<file path="config.mk">
export PLATFORM = sky130hd
export DESIGN_NAME = async_fifo_wptr_ctrl_flat
export DESIGN_NICKNAME = d
export VERILOG_FILES = /design/src/rtl/async_fifo_wptr_ctrl_if.sv /design/src/rtl/async_fifo_wptr_ctrl.sv /design/src/flat_wrapper.sv
export SDC_FILE = /design/constraint.sdc
export NUM_CORES = 1
export LEC_CHECK = 0
export BUFFER_PORTS_ARGS = -buffer_cell sky130_fd_sc_hd__clkbuf_2
export CAP_MARGIN = 10
export CORE_MARGIN = 4
export CORE_UTILIZATION = 39
export DETAILED_ROUTE_END_ITERATION = 12
export PLACE_DENSITY = 0.71
export SYNTH_ARGS = -nofsm -noshare
export SYNTH_HDL_FRONTEND = slang
export SYNTH_SLANG_ARGS = --single-unit
export TNS_END_PERCENT = 10
</file>
<file path="constraint.sdc">
create_clock -name clk -period 2.2 [get_ports clk]
set_input_delay 0.44 -clock clk [delete_from_list [all_inputs] [get_ports clk]]
set_output_delay 0.44 -clock clk [all_outputs]
set_load 0.01 [all_outputs]
</file>
<file path="src/rtl/async_fifo_wptr_ctrl_if.sv">
// Push handshake and memory write port of the async FIFO write-side
// controller.
interface async_fifo_wptr_ctrl_if #(
    parameter int p_addr_width = 3
);
    logic                    push_val;
    logic                    push_rdy;
    logic                    wen;
    logic [p_addr_width-1:0] waddr;

    modport master (
        output push_val,
        input  push_rdy,
        input  wen,
        input  waddr
    );

    modport slave (
        input  push_val,
        output push_rdy,
        output wen,
        output waddr
    );
endinterface

</file>
<file path="src/rtl/async_fifo_wptr_ctrl.sv">
// Async FIFO write-domain pointer/flag controller: binary and Gray write
// pointers, full/almost-full, pessimistic occupancy and sticky overflow.
module async_fifo_wptr_ctrl #(
    parameter int p_addr_width   = 3,
    parameter int p_afull_thresh = 6
) (
    input  logic                  clk,
    input  logic                  reset,
    async_fifo_wptr_ctrl_if.slave push,
    output logic [p_addr_width:0] wptr_gray,
    input  logic [p_addr_width:0] rptr_gray_sync,
    output logic                  full,
    output logic                  almost_full,
    output logic [p_addr_width:0] count,
    input  logic                  clr_ovf,
    output logic                  overflow
);
    localparam int A = p_addr_width;
    // Full when the two top Gray bits differ and the rest match.
    localparam logic [A:0] c_full_mask = (A+1)'(3) << (A - 1);
    localparam logic [A:0] c_thresh    = (A+1)'(p_afull_thresh);

    function automatic logic [A:0] bin2gray(input logic [A:0] b);
        return b ^ (b >> 1);
    endfunction

    function automatic logic [A:0] gray2bin(input logic [A:0] g);
        logic [A:0] b;
        b[A] = g[A];
        for (int i = A - 1; i >= 0; i--) begin
            b[i] = b[i+1] ^ g[i];
        end
        return b;
    endfunction

    logic [A:0] wbin;
    logic [A:0] wbin_nxt;
    logic [A:0] wgray_nxt;
    logic [A:0] rbin;
    logic       fire;

    assign full          = (wptr_gray == (rptr_gray_sync ^ c_full_mask));
    assign push.push_rdy = ~full;
    // The memory is never written while the controller is in reset.
    assign fire          = push.push_val & ~full & ~reset;
    assign push.wen      = fire;
    assign push.waddr    = wbin[A-1:0];

    assign wbin_nxt    = wbin + (A+1)'(fire);
    assign wgray_nxt   = bin2gray(wbin_nxt);
    assign rbin        = gray2bin(rptr_gray_sync);
    assign count       = wbin - rbin;
    assign almost_full = (count >= c_thresh);

    always_ff @(posedge clk) begin
        if (reset) begin
            wbin      <= '0;
            wptr_gray <= '0;
        end else begin
            wbin      <= wbin_nxt;
            wptr_gray <= wgray_nxt;
        end
    end

    // Set dominates clear so a fresh overflow is never lost.
    always_ff @(posedge clk) begin
        if (reset) begin
            overflow <= 1'b0;
        end else if (push.push_val & full) begin
            overflow <= 1'b1;
        end else if (clr_ovf) begin
            overflow <= 1'b0;
        end
    end

    a_gray_step: assert property (
        @(posedge clk) disable iff (reset)
        $countones(wgray_nxt ^ wptr_gray) <= 1
    );
endmodule

</file>
<file path="src/flat_wrapper.sv">
// flat-port wrapper written by rule: the top's interface ports become plain ports
module async_fifo_wptr_ctrl_flat 
#(
    parameter int p_addr_width   = 3,
    parameter int p_afull_thresh = 6
)
  (clk, reset, wptr_gray, rptr_gray_sync, full, almost_full, count, clr_ovf, overflow, push_push_val, push_push_rdy, push_wen, push_waddr);
  async_fifo_wptr_ctrl_if #(.p_addr_width(p_addr_width)) push_i ();
  input  logic clk;
  input  logic reset;
  output logic [p_addr_width:0] wptr_gray;
  input  logic [p_addr_width:0] rptr_gray_sync;
  output logic full;
  output logic almost_full;
  output logic [p_addr_width:0] count;
  input  logic clr_ovf;
  output logic overflow;
  input wire logic [$bits(push_i.push_val)-1:0] push_push_val;
  output wire logic [$bits(push_i.push_rdy)-1:0] push_push_rdy;
  output wire logic [$bits(push_i.wen)-1:0] push_wen;
  output wire logic [$bits(push_i.waddr)-1:0] push_waddr;
  assign push_i.push_val = push_push_val;
  assign push_push_rdy = push_i.push_rdy;
  assign push_wen = push_i.wen;
  assign push_waddr = push_i.waddr;
  async_fifo_wptr_ctrl #(.p_addr_width(p_addr_width), .p_afull_thresh(p_afull_thresh)) u_core (.clk(clk), .reset(reset), .push(push_i), .wptr_gray(wptr_gray), .rptr_gray_sync(rptr_gray_sync), .full(full), .almost_full(almost_full), .count(count), .clr_ovf(clr_ovf), .overflow(overflow));
endmodule
</file>
# Yosys cells after proc, flatten, opt, wreduce, memory -nomap -nowiden
# Cells that the tools add are included.
# Widths: inputs -> output; s select.
op_classes:
  addsub: 2
  mul: 0
  n_div: 0
  magnitude_cmp: 1
  eq_ne: 1
  shifts: 0
  n_mux: 2
  bitwise_logic: 10
  n_reduce_logical: 1
op_table:
  columns: ["cell", "n"]
  rows:
  - ["$add 4x1->4", 1]
  - ["$eq 4x4->1", 1]
  - ["$ge 4x3->1 const B", 1]
  - ["$sub 4x4->4", 1]
  - ["$xor 4x3->4", 1]
  - ["$and 1x1->1", 3]
  - ["$xor 1x1->1", 3]
  - ["$mux 1", 2]
  - ["$not 1->1", 2]
  - ["$not 2->2", 1]
  - ["$reduce_bool 2->1", 1]
totals:
  reg_bits: 9
  latchBits: 0
  mem_bits_rw: 0
  romBits: 0
  output_inout_bits: 16
  elab_cells: 20
  memories: 0

# Longest topological paths before layout
# Gate-level depths: netlist of run 1.
depth:
  word_depth: 7
  ltp_mapped: 9

# Worst setup path before layout of run 1
# OpenSTA, ideal clock, no wires.
synth_path:
  path_kind: "input to output"
  start: "input rptr_gray_sync[2]"
  end: "output almost_full"
  arrival_ns: 2.059
  required_ns: 1.760
  path_slack_ns: -0.299
  path_stages: 9
  n_path_buf: 0
  path_cell_list: "xnor2_2 > xor2_2 > xnor2_1 > ha_1 > inv_1 > fa_1 > xor2_1 > nand2_1 > o21ai_0"
synth_between:
  elab_chain_len: 5
synth_rtl:
  columns: ["item", "line_no", "source"]
  rows:
  - ["from (decl)", "flat_wrapper.sv:12", "input logic [p_addr_width:0] rptr_gray_sync;"]
  - ["$xor 1x1->1 (*)", "async_fifo_wptr_ctrl.sv:31", "b[i] = b[i+1] ^ g[i];"]
  - ["$xor 1x1->1 (2 in series)", "async_fifo_wptr_ctrl.sv:31", null]
  - ["$sub 4x4->4 (*)", "async_fifo_wptr_ctrl.sv:52", "assign count = wbin - rbin;"]
  - ["named net count[2]", "flat_wrapper.sv:15", "output logic [p_addr_width:0] count;"]
  - ["$ge 4x3->1 (*)", "async_fifo_wptr_ctrl.sv:53", "assign almost_full = (count >= c_thresh);"]
  - ["to (decl)", "flat_wrapper.sv:14", "output logic almost_full;"]
# Mark *: on every way through the listed nets, which the timed path passes. The rest lies on a longest branch.

# Final worst setup path of run 1
layout_path:
  start: "input rptr_gray_sync[2]"
  end: "output almost_full"
layout_between:
  elab_chain_len: 5
layout_rtl:
  columns: ["item", "line_no"]
  rows:
  - ["$xor 1x1->1 (*)", "async_fifo_wptr_ctrl.sv:31"]
  - ["$xor 1x1->1 (2 in series)", "async_fifo_wptr_ctrl.sv:31"]
  - ["$sub 4x4->4 (*)", "async_fifo_wptr_ctrl.sv:52"]
  - ["$ge 4x3->1 (*)", "async_fifo_wptr_ctrl.sv:53"]
# Every way passes the cells marked *; elsewhere a longest branch is shown, timed or not.

==> key figures, run 1 <==
Global routing
  – Via count of the first global-routing pass: 485
  – Global route total overflow: 0
  – Largest net degree at the start of global routing: 10
  – First-pass GRT wire length: 1.94 mm
  – Tot GR Track Use: 0.132
  – Antenna violations before repair: 0

Timing
  – Max transition margin: 0.826
  – Setup slack of the critical path after layout: -0.345 ns
  – Skew final: 0.00393 ns
  – Unrepaired setup endpoints after global routing: yes
  – Fin crit period: 2.54 ns
  – Total setup violations reported at the end of the flow: 4
  – Accumulated negative setup slack: -0.903 ns
  – Transition time of the tightest slew-check pin: 0.260 ns
  – Fmax achieved: 393 MHz
  – Number of max-slew violations in the final report: 0
  – Share of the clock period used by the worst path after layout: 1.16
  – Final number of hold-violating endpoints: 0

Setup path
  – CP dominant cell by count: sky130_fd_sc_hd__xor2_2
  – Crit Path Class: input port to output port
  – Slowest cell on the critical path: sky130_fd_sc_hd__fa_2
  – Required time at the endpoint of the critical path: 1.76 ns
  – Worst path top cell family by delay: XOR/XNOR gates
  – Crit path largest cell delay: 0.37 ns
  – Worst reg-to-reg path cell count: 9
  – Critical Path Fanout Max: 2
  – Worst Setup Start Kind: input port
  – Reg-to-reg setup timing slack: 0.24 ns
  – Critical path buffers and inverters: 3
  – Worst r2r src: u_core.wbin[3]
  – CP arrival: 2.10 ns
  – Cells along the critical path: buf_8 > xnor2_4 > xor2_2 > xnor2_1 > ha_2 > inv_2 > fa_2 > xor2_2 > nand2_1 > o21ai_2 > buf_2
  – Endpoint of the worst-slack reg-to-reg timing path: u_core.wptr_gray[1]
  – Critical Path Sink Type: output port

Yosys
  – Number of flops mapped to enable cells by yosys: 0
  – Number of storage elements in the synthesis netlist: 8
  – Most used flip-flop cell after synthesis: sky130_fd_sc_hd__dfxtp_1
  – Syn Nets: 69
  – Yosys synthesis warning count: 0
  – Fraction of synthesized cell area taken by the top area cell type: 0.311
  – Largest cells by area after synthesis: sky130_fd_sc_hd__dfxtp_1 (31%), sky130_fd_sc_hd__ha_1 (12%), sky130_fd_sc_hd__xor2_1 (10%)
  – Area leader, netlist: sky130_fd_sc_hd__dfxtp_1
  – Portion of the post-synthesis area used by sequential elements: 0.311
  – Synthesized area per cell: 9.37 µm²
  – Syn Inst Count: 55
  – Yosys cell types: 22
  – Async set or reset register ratio after synthesis: 0
  – Netlist area before placement: 515 µm²

Clock tree
  – CTS Buffer Depth: 2
  – Clock tree from TritonCTS: done
  – Number of buffers inserted during clock tree synthesis: 3
  – Hold-fix buffer count after cts: 0
  – H-tree lvl count: 1
  – Worst-Skew Late Latency: 0.25 ns
  – CTS root buf: sky130_fd_sc_hd__clkbuf_4
  – Clock transition at path regs: 0.06 ns
  – Clock Sink Count: 8

Pwr
  – Total power draw: 462 µW
  – Power density over the cells: 589 nW/µm²
  – Peak supply drop: 461 µV
  – Lkg Pwr: 0.403 nW

Route
  – Number of remaining DRC errors: 0
  – Via total after detailed routing: 480
  – Number of iterations in the first detailed-routing pass: 4
  – Via density per instance: 4.66
  – Routed wire length per instance: 10.7 µm
  – Total wirelength of the detailed-routed design: 1.10 mm
  – Remaining antenna violation count after routing: 0
  – Initial DRC count: 6

Final layout
  – Layout-stage area growth over the synthesis result: 52.2%
  – Fillcell total: 103
  – Final core utilization: 0.670
  – Final layout net count: 105
  – Diode count: 0
  – Share of cells above drive strength 1: 0.494

Placement
  – RD Place Congestion: 0.752
  – Hpwl dp: 951 µm
  – Buffers added on ports: 23

Die
  – Core region area: 1170 µm²
  – Initial Util: 0.440
  – Std-Cell Rows: 12
  – Horizontal die dimension: 44.4 µm
  – Vertical die dimension: 44.4 µm
  – Boundary pin count: 24
  – Area of the die: 1970 µm²

Hold path
  – Type of the worst min-delay path: input port to flop
  – Hold Path Stages: 2
  – Hold Crit Start: clr_ovf
  – Worst Hold Path EP: u_core.overflow

Job
  – Maxcap violations: 0

Status
  – Failing checks: negative setup slack
  – Outcome: complete, but fails checks
[cells in the mapped netlist (2+ instances only)]
cell type / instances
sky130_fd_sc_hd__ha_1: 5
sky130_fd_sc_hd__inv_1: 5
sky130_fd_sc_hd__dfxtp_1: 8
sky130_fd_sc_hd__xnor2_1: 5
sky130_fd_sc_hd__a21oi_1: 3
sky130_fd_sc_hd__nor2_1: 6
sky130_fd_sc_hd__nor2b_1: 2
sky130_fd_sc_hd__xor2_1: 6
sky130_fd_sc_hd__nand2_1: 2
[logic make-up after synthesis]
| family | Yosys count | share of synthesized area |
|---|---|---|
| fa+ha+maj | 6 | 0.160 |
| xor+xnor | 13 | 0.250 |
| compound gates | 5 | 0.0558 |
| simple gates | 17 | 0.180 |
| flops | 8 | 0.311 |
| buf+inv | 6 | 0.0437 |
[area by class of cell]
type	count	area, µm²	area share
well taps	14	17.5	0.0223
repair buffers	32	205	0.262
clock buffers	3	22.5	0.0287
multi-input cells	41	360	0.459
inverters	5	18.8	0.0239
flip-flops and latches	8	160	0.204
[state kept, by name, summed over array words and instances (netlist names)]
| register | cells |
|---|---|
| u_core.overflow | 1 |
| u_core.wbin | 4 |
| u_core.wptr_gray | 3 |
[how the worst max path moves through the flow]
stage | startpoint | end | slack (ns) | cells after the start
finish | rptr_gray_sync[2] | almost_full | -0.34 | 11
global route | rptr_gray_sync[2] | almost_full | -0.49 | 11
CTS | rptr_gray_sync[3] | almost_full | -0.39 | 11
detailed placement | rptr_gray_sync[2] | almost_full | -0.42 | 11
global placement | rptr_gray_sync[2] | almost_full | -0.34 | 11
floorplan | rptr_gray_sync[2] | almost_full | -0.17 | 9
[per-layer routing]
metal  wire (µm)  GRT usage  share of wire  up-vias
met2         598      0.244           0.54       12
met1         448      0.143           0.41      223
met3          53     0.0407          0.048        0
met5           0          0              0        -
met4           0     0.0361              0        0
li1            -          -              -      245
[metrics by stage]
stage	area (µm²)	std cells	setup slack [ns]	hold WS, ns
4_1_cts	752	102	-0.393	0.372
6_report	785	103	-0.345	0.372
5_1_grt	785	103	-0.491	0.390
2_1_floorplan	541	55	-0.170	0.496
3_3_place_gp	729	99	-0.343	0.466
3_5_place_dp	729	99	-0.418	0.467
[power by group]
part	leakage (nW)	switching (mW)	internal, mW
Clock	0.0138	0.0493	0.0624
Sequential	0.0650	0.00510	0.151
Combinational	0.324	0.0918	0.102
[cells in the final DEF (no fill, tap or decap), types with 3 or more instances in the layout]
cell type                  instances
sky130_fd_sc_hd__nor2_1            6
sky130_fd_sc_hd__xnor2_1           5
sky130_fd_sc_hd__ha_1              4
sky130_fd_sc_hd__inv_1             4
sky130_fd_sc_hd__xor2_1            5
sky130_fd_sc_hd__buf_4             9
sky130_fd_sc_hd__a21oi_1           3
sky130_fd_sc_hd__clkbuf_4          3
sky130_fd_sc_hd__dfxtp_1           8
sky130_fd_sc_hd__clkbuf_2         18
[repair_timing]
action / in CTS / in global routing
pin swaps: 3 / 6
setup buffers: 0 / 1
gates resized for setup: 0 / 13
endpoints found under the setup margin: 4 / 4
No activity file was read; power rests on OpenSTA's default activity.
==> inputs of run 2 (changes only) <==
Settings changed: GPL_TIMING_DRIVEN set to 0, MAX_ROUTING_LAYER set to met4.
==> run 2 against run 1 <==
Against the previous run: the flow still finishes with violations (negative setup slack); flip-flop and latch count unchanged; clock power hardly changed; via count fell by 5.8%; utilization decreased by 0.32 points; sequential power about the same; critical path depth did not move; cell area decreased by 0.48%; maximum frequency hardly changed; die area is the same; sequential share of layout area is 0.098 points higher; clock skew down 0.0025 ns; non-clock buffer count down 5; largest cell class unchanged.
==> key figures, run 2 (synthesis gave the netlist of run 1 again) <==
Status
  – Outcome: complete, but fails checks
  – Failing checks: negative setup slack

Final layout
  – Count of non-filler cells in the finished layout: 98
  – Most flops, register: u_core.wbin
  – Final core utilization: 0.667
  – Layout-stage area growth over the synthesis result: 51.5%
  – Share of cells above drive strength 1: 0.476
  – Fillcell total: 98
  – Flip-flop count of the largest register after layout: 4
  – Final layout net count: 100
  – Most used cells in the layout excluding fill and tap cells: sky130_fd_sc_hd__clkbuf_2 (17), sky130_fd_sc_hd__dfxtp_1 (8), sky130_fd_sc_hd__nor2_1 (6)
  – Commonest non-fill, non-tap cell in the layout: sky130_fd_sc_hd__clkbuf_2
  – Diode count: 0
  – Biggest registers after layout: u_core.wbin x4, u_core.wptr_gray x3, u_core.overflow x1

Timing
  – Transition time of the tightest slew-check pin: 0.367 ns
  – Fmax achieved: 393 MHz
  – Share of the clock period used by the worst path after layout: 1.16
  – Total setup violations reported at the end of the flow: 4
  – Max transition margin: 0.755
  – Unrepaired setup endpoints after global routing: yes
  – Hold Slack: 0.373 ns
  – Final number of hold-violating endpoints: 0
  – Skew final: 0.00146 ns
  – Fin crit period: 2.55 ns
  – Number of max-slew violations in the final report: 0
  – Setup slack of the critical path after layout: -0.346 ns

Global routing
  – First-pass GRT wire length: 1.93 mm
  – Antenna violations before repair: 0
  – Global route total overflow: 0
  – Via count of the first global-routing pass: 467
  – Tot GR Track Use: 0.141
  – Largest net degree at the start of global routing: 10

Clock tree
  – Clock Sink Count: 8
  – H-tree lvl count: 1
  – Clock tree from TritonCTS: done
  – Worst-Skew Late Latency: 0.25 ns
  – Hold-fix buffer count after cts: 0
  – CTS root buf: sky130_fd_sc_hd__clkbuf_4
  – Number of buffers inserted during clock tree synthesis: 3
  – Clock transition at path regs: 0.05 ns
  – CTS Buffer Depth: 2

Setup path
  – Critical Path Fanout Max: 2
  – Critical Path Sink Type: output port
  – CP arrival: 2.11 ns
  – Worst Setup Start Kind: input port
  – Crit Path Class: input port to output port
  – Required time at the endpoint of the critical path: 1.76 ns

Route
  – Via total after detailed routing: 452
  – Number of remaining DRC errors: 0
  – Initial DRC count: 0
  – Number of iterations in the first detailed-routing pass: 1
  – Routed wire length per instance: 11.7 µm
  – Total wirelength of the detailed-routed design: 1.15 mm
  – Via density per instance: 4.61
  – Remaining antenna violation count after routing: 0

Die
  – Horizontal die dimension: 44.4 µm
  – Boundary pin count: 24
  – Core region area: 1170 µm²
  – Initial Util: 0.440
  – Area of the die: 1970 µm²
  – Vertical die dimension: 44.4 µm
  – Std-Cell Rows: 12

Pwr
  – Lkg Pwr: 0.386 nW
  – Total power draw: 470 µW
  – Power density over the cells: 602 nW/µm²
  – Peak supply drop: 323 µV

Hold path
  – Type of the worst min-delay path: input port to flop

Placement
  – Buffers added on ports: 22
  – Setup WS pre-CTS: -0.531 ns
  – RD Place Congestion: 0.742
  – Hpwl dp: 929 µm
  – Placed Cells incl. Taps: 91

Job
  – Maxcap violations: 0
run 2: cell count changes in the layout (fill, tap and decap cells not counted), sizes merged:
cell	previous run	this run
buf	14	8
clkbuf	21	22
run 2: where the power goes:
| part | switching, mW | internal, mW |
|---|---|---|
| Clock | 0.0475 | 0.0622 |
| Combinational | 0.0936 | 0.110 |
| Sequential | 0.00517 | 0.151 |
| Total | 0.146 | 0.323 |
run 2: final cells by class:
class / count / area (µm²) / area share
inverter: 5 / 18.8 / 0.0240
timing repair buffer: 26 / 183 / 0.234
tap: 14 / 17.5 / 0.0224
clock buffer: 3 / 22.5 / 0.0288
sequential: 8 / 160 / 0.205
buffer: 1 / 3.75 / 0.00481
multi-input combinational: 41 / 375 / 0.481
run 2: stage by stage:
| step | cell area, µm² | setup TNS, ns |
|---|---|---|
| floorplan | 541 | -0.170 |
| global placement | 668 | -1.31 |
| detailed placement | 668 | -1.55 |
| CTS | 744 | -1.17 |
| global route | 781 | -1.39 |
| finish | 781 | -0.983 |
run 2: worst max-delay path, stage by stage:
cell,delay (ns)
sky130_fd_sc_hd__buf_8,0.11
sky130_fd_sc_hd__xnor2_4,0.19
sky130_fd_sc_hd__xor2_2,0.19
sky130_fd_sc_hd__xnor2_1,0.14
sky130_fd_sc_hd__ha_2,0.21
sky130_fd_sc_hd__inv_2,0.04
sky130_fd_sc_hd__fa_2,0.35
sky130_fd_sc_hd__xor2_2,0.16
sky130_fd_sc_hd__nand2_1,0.09
sky130_fd_sc_hd__o21ai_2,0.05
sky130_fd_sc_hd__buf_2,0.14
run 2: worst paths after layout:
check / startpoint / to / slack [ns] / cells past startpoint
worst min register to register: u_core.overflow / u_core.overflow / 0.48 / 2
worst min-delay path: clr_ovf / u_core.overflow / 0.37 / 2
worst max register to register: u_core.wbin[3] / u_core.wptr_gray[1] / 0.23 / 9
worst max-delay path: rptr_gray_sync[2] / almost_full / -0.35 / 11
run 2: what timing repair did:
item                       in CTS  in global routing
resized for setup               7                  8
pin swaps                       7                  6
setup buffers                   3                  1
setup endpoints to repair       4                  5
run 2: per-layer routing:
metal / up-vias / GRT usage / routed length, µm
met5: - / - / 0
met4: 0 / 0.0904 / 22
met3: 2 / 0.0163 / 61
met2: 13 / 0.256 / 603
met1: 198 / 0.140 / 463
li1: 239 / - / -
